File: src/rtl/pc_fetch_ctrl.sv
// pc_fetch_ctrl: program counter, instruction fetch, branch resolution, halt and fetch timeout
module pc_fetch_ctrl #(
   parameter logic [15:0] RESET_PC = 16'h0000,
   parameter int          TIMEOUT  = 8
) (
   input  logic        clk,
   input  logic        rst,
   input  logic [15:0] instr,
   input  logic        imem_ready,
   input  logic        stall,
   input  logic        N_Flag,
   input  logic        Z_Flag,
   input  logic        V_Flag,
   input  logic [15:0] reg_target,
   output logic [15:0] imem_addr,
   output logic        imem_req,
   output logic [15:0] pc,
   output logic [15:0] pc_plus2,
   output logic        instr_valid,
   output logic        branch_taken,
   output logic        halted,
   output logic        fetch_err
);
   typedef enum logic [1:0] {S_IDLE, S_FETCH, S_HALT} state_t;
   localparam logic [7:0] TO_LAST = 8'(TIMEOUT - 1);
   state_t      r_state, w_state_nx;
   logic [15:0] r_pc, w_pc_nx, w_pc_plus2, w_b_target;
   logic [7:0]  r_cnt, w_cnt_nx;
   logic        r_bt, w_bt_nx, r_err, w_err_nx;
   logic [3:0]  w_op;
   logic [2:0]  w_ccc;
   logic [8:0]  w_imm9;
   logic        w_cond, w_accept;
   assign w_op       = instr[15:12];
   assign w_ccc      = instr[11:9];
   assign w_imm9     = instr[8:0];
   assign w_pc_plus2 = r_pc + 16'd2;
   assign w_b_target = w_pc_plus2 + {{6{w_imm9[8]}}, w_imm9, 1'b0};
   assign w_accept   = (r_state == S_FETCH) & imem_ready & ~stall;
   assign imem_addr    = r_pc;
   assign pc           = r_pc;
   assign pc_plus2     = w_pc_plus2;
   assign imem_req     = (r_state == S_FETCH);
   assign instr_valid  = w_accept;
   assign halted       = (r_state == S_HALT);
   assign branch_taken = r_bt;
   assign fetch_err    = r_err;
   // branch condition from the registered ALU flags, no forwarding
   always_comb begin
      w_cond = 1'b1;
      case (w_ccc)
         3'b000:  w_cond = ~Z_Flag;
         3'b001:  w_cond = Z_Flag;
         3'b010:  w_cond = ~Z_Flag & ~N_Flag;
         3'b011:  w_cond = N_Flag;
         3'b100:  w_cond = Z_Flag | (~Z_Flag & ~N_Flag);
         3'b101:  w_cond = N_Flag | Z_Flag;
         3'b110:  w_cond = V_Flag;
         default: w_cond = 1'b1;
      endcase
   end
   // next state, next pc, wait counter and sticky error
   always_comb begin
      w_state_nx = r_state;
      w_pc_nx    = r_pc;
      w_cnt_nx   = r_cnt;
      w_bt_nx    = r_bt;
      w_err_nx   = r_err;
      case (r_state)
         S_IDLE:  w_state_nx = S_FETCH;
         S_FETCH: begin
            if (!imem_ready) begin
               w_cnt_nx = r_cnt + 8'd1;
               if (r_cnt == TO_LAST) begin
                  w_err_nx   = 1'b1;
                  w_state_nx = S_HALT;
               end
            end else begin
               w_cnt_nx = 8'd0;
               if (!stall) begin
                  if (w_op == 4'b1111) begin
                     w_state_nx = S_HALT;
                     w_bt_nx    = 1'b0;
                  end else if (w_op == 4'b1100 && w_cond) begin
                     w_pc_nx = w_b_target;
                     w_bt_nx = 1'b1;
                  end else if (w_op == 4'b1101 && w_cond) begin
                     w_pc_nx = reg_target;
                     w_bt_nx = 1'b1;
                  end else begin
                     w_pc_nx = w_pc_plus2;
                     w_bt_nx = 1'b0;
                  end
               end
            end
         end
         default: w_state_nx = S_HALT;
      endcase
   end
   // state registers with synchronous reset
   always_ff @(posedge clk) begin
      if (rst) begin
         r_state <= S_IDLE;
         r_pc    <= RESET_PC;
         r_cnt   <= 8'd0;
         r_bt    <= 1'b0;
         r_err   <= 1'b0;
      end else begin
         r_state <= w_state_nx;
         r_pc    <= w_pc_nx;
         r_cnt   <= w_cnt_nx;
         r_bt    <= w_bt_nx;
         r_err   <= w_err_nx;
      end
   end
endmodule

File: config.mk
export PLATFORM = sky130hd
export DESIGN_NAME = pc_fetch_ctrl
export DESIGN_NICKNAME = d
export VERILOG_FILES = /design/src/rtl/pc_fetch_ctrl.sv
export SDC_FILE = /design/constraint.sdc
export NUM_CORES = 1
export LEC_CHECK = 0
export CORE_MARGIN = 3
export CORE_UTILIZATION = 30
export CTS_CLUSTER_DIAMETER = 120
export DETAILED_ROUTE_END_ITERATION = 8
export GPL_TIMING_DRIVEN = 0
export HOLD_SLACK_MARGIN = 0.06
export PLACE_DENSITY_LB_ADDON = 0.1
export SLEW_MARGIN = 20
export SYNTH_ARGS = -nofsm -noshare
export SYNTH_HDL_FRONTEND = slang
export SYNTH_SLANG_ARGS = --single-unit
File: constraint.sdc
create_clock -name clk -period 7.9 [get_ports clk]
set_clock_uncertainty 0.05 [all_clocks]
set_input_delay 1.185 -clock clk [delete_from_list [all_inputs] [get_ports clk]]
set_output_delay 1.185 -clock clk [all_outputs]
set_load 0.01 [all_outputs]
==> flow_metrics.py, run 1 <==
metrics = {
    "run_status": {
        "status": "completed",
    },
    "routing": {
        "drt_iter0_markers": 129,
        "vias_per_cell": 5.24,
        "firstDrtPassIters": 5,
        "wl_per_cell_um": 16.1,
        "ant_nets": 0,
        "remaining_drc_errors": 0,
        "route.vias.total": 2882,
        "finalWirelength_um": 8880,
    },
    "die": {
        "dieArea_um2": 10100,
        "die_y_um": 101,
        "core_um2": 8460,
        "placementRows": 33,
        "ios": 92,
        "initial_core_util_pct": 31.8,
        "die_x_um": 101,
    },
    "setup_path": {
        "critPathRequiredTime_ps": 6660,
        "worst_path_largest_cell_delay_ps": 620,
        "path_cells": "clkdlybuf4s50_1 > and4bb_1 > buf_2 > clkdlybuf4s50_1",
        "crit_path_start_kind": "primary input",
        "slowest_stage": "clkdlybuf4s50_1",
        "critPathCaptureType": "primary output",
        "worstSetupPathType": "in -> out",
        "critical_path.max_fanout": 8,
        "crit_top_cell": "clkdlybuf4s50_1",
        "crit_arrival_ps": 2750,
    },
    "global_routing": {
        "grt-ovfl-total": 0,
        "grt_pass1_vias": 2773,
        "antenna_found_initial": 0,
        "grt_pass1_wl_um": 14200,
        "grt_max_degree": 16,
        "grtUsageTotal_pct": 17.3,
    },
    "clocking": {
        "insertion_delay_ps": 280,
        "clockBufferDepth": 2,
        "cts.clk_slew.worst_paths_ps": 100,
        "post_cts_resized": 0,
        "htree_num_levels": 1,
        "cts_tree": "built",
        "cts_setup_buffers": 0,
        "numCtsBuffers": 3,
        "numClockSinks": 28,
        "cts-root-buf": "clkbuf_8",
        "hold_buffers": 0,
    },
    "power_and_ir_drop": {
        "power.density_nw_per_um2": 89.3,
        "p_sw_mw": 0.0998,
        "p_total_mw": 0.338,
        "p_int_mw": 0.238,
        "swShare_pct": 29.5,
        "p_leak_nw": 1.53,
        "clockPowerShare_pct": 27.6,
        "ir_drop_mv": 0.0660,
        "power_frac_seq_pct": 43.6,
        "comb_power_share_pct": 28.9,
    },
    "yosys": {
        "yosysTopAreaCellShare_pct": 20.9,
        "synth-warning-count": 0,
        "synth_cells": 350,
        "ys_ff_latch": 28,
        "syn_area_per_cell_um2": 7.68,
        "async_flop_share_pct": 0,
        "synthFlopType": "dfxtp_1",
        "synth_area_leader_cell": "dfxtp_1",
        "syn_nets": 409,
        "yosys-top-cells-area": "dfxtp_1 21%, ha_1 8.8%, xor2_1 4.9%",
        "synth.distinct_cells": 61,
        "ys_top_cells_by_count": "34 x nand2_1, 30 x nor2_1, 28 x dfxtp_1",
        "yosysMostFrequentCell": "nand2_1",
        "ys_seq_area_share_pct": 20.9,
        "synth_edf_count": 0,
        "syn_area_um2": 2690,
    },
    "final_layout": {
        "area_growth_pct": 40.8,
        "fin_area_um2": 3780,
        "nets": 505,
        "num-fill-cells": 868,
        "antennaDiodeCount": 0,
        "drive_gt1_share_pct": 7.42,
    },
    "sta": {
        "hold_violations": 0,
        "post-route-period-util_pct": 50.4,
        "fin_setup_tns_ps": 0,
        "max_slew_margin_pct": 59.2,
        "setup_viol": 0,
        "finalCriticalPeriod_ps": 3980,
        "rsz0062_at_grt": "false",
        "final_max_slew_viol_count": 0,
        "fmax_ghz": 0.251,
        "worst_pin_slew_ps": 613,
    },
    "placement": {
        "hpwl_um": 7090,
        "placed_area_um2": 3730,
        "port_buffers": 91,
        "gp_congestion": 0.786,
    },
    "worst_hold_path": {
        "hp-class": "reg -> reg",
    },
    "run": {
        "max_cap_violations": 0,
    },
}
## power by group through the flow
stage          clock network (mW)  registers (mW)  logic [mW]
2_1_floorplan                   0           0.150      0.0498
3_3_place_gp                    0           0.150      0.0964
3_5_place_dp                    0           0.151      0.0978
4_1_cts                    0.0945           0.147      0.0984
5_1_grt                     0.103           0.148       0.107
6_report                   0.0931           0.147      0.0975
## layout make-up
type	instances	area, µm²	share of cell area, %
Timing Repair Buffer	91	911	24.1
Sequential cell	28	561	14.8
Clock buffer	4	55.1	1.45
Tap cell	105	131	3.47
Multi-Input combinational cell	280	1900	50.1
Buffer	31	189	4.99
Inverter	11	41.3	1.09
## worst paths after layout
path                             startpoint                          to  slack [ps]  depth (start not counted)
setup reg to reg  imem_addr[1]$_SDFFE_PP0P_  imem_addr[10]$_SDFFE_PP0P_        4480                         11
hold reg to reg      fetch_err$_SDFFE_PP0P_      fetch_err$_SDFFE_PP0P_         430                          2
hold / removal       fetch_err$_SDFFE_PP0P_      fetch_err$_SDFFE_PP0P_         430                          2
setup / recovery                 imem_ready                 instr_valid        3920                          4
## critical path: cells and delay by family
family	cells	cell delay [ps]
and+or+nand+nor	1	230
buffers and inverters	3	1340
## metrics by stage
stage               cells  hold WS (ps)  utilization (%)  setup slack, ps
global placement      546           416             44.1             3910
detailed placement    546           416             44.1             3890
global route          550           456             44.7             3820
floorplan             350           412                -             4880
CTS                   550           439             44.7             3880
finish                550           434             44.7             3920
## sequential cells by signal, summed over array words and instances, names as in the netlist
name and count:
fetch_err 1, r_cnt 8, r_state 2, branch_taken 1, imem_addr 16
## layer usage
layer	vias up	share of wire (%)	global-route usage (%)	wire (µm)
met1	1344	46	23.8	4100
met4	0	0.43	2.28	38
li1	1452	-	-	-
met2	84	48	29.1	4240
met5	-	0	0	0
met3	2	5.6	2.77	500
## cell usage in the layout, fill, tap and decap left out, types with 6 or more instances in the layout
| cell | instances |
|---|---|
| clkdlybuf4s50_1 | 91 |
| nor3_1 | 11 |
| o211ai_1 | 8 |
| a21oi_1 | 25 |
| xnor2_1 | 10 |
| ha_1 | 19 |
| dfxtp_1 | 28 |
| nand3_1 | 9 |
| o21ai_1 | 7 |
| nand4_1 | 8 |
| nand2_1 | 34 |
| xor2_1 | 15 |
| nor2_1 | 30 |
| inv_1 | 11 |
| buf_2 | 7 |
| mux2i_1 | 7 |
| buf_4 | 17 |
| a21o_1 | 7 |
| clkbuf_1 | 7 |
| nor2b_1 | 9 |
| and2_1 | 6 |
| o21ai_0 | 8 |
## cell families (layout without fill, tap and decap cells)
group,count (synthesis),after routing,synth area share (%)
compound gates,93,93,23.3
xor+xnor,25,25,8.15
fa+ha+maj,20,20,9.59
buf+inv,42,137,8.57
flops,28,28,20.9
mux,8,8,3.03
simple gates,134,134,26.5
No activity file was read; power rests on OpenSTA's default activity.
==> inputs of run 2 (changes only) <==
clock period = 4 ns   (was 7.9 ns; I/O delays follow)
==> results of run 2 <==
The final DEF is identical to that of run 1. Status: completed.
Main changes from that run: setup slack after placement 3890 ps -> 629 ps; setup slack after layout 3920 ps -> 578 ps; start point of the critical path imem_ready -> imem_addr[1]$_SDFFE_PP0P_; end point of the critical path instr_valid -> imem_addr[10]$_SDFFE_PP0P_; register-to-register setup slack 4480 ps -> 580 ps; total power 0.338 mW -> 0.667 mW; worst IR drop on VDD 0.0660 mV -> 0.130 mV
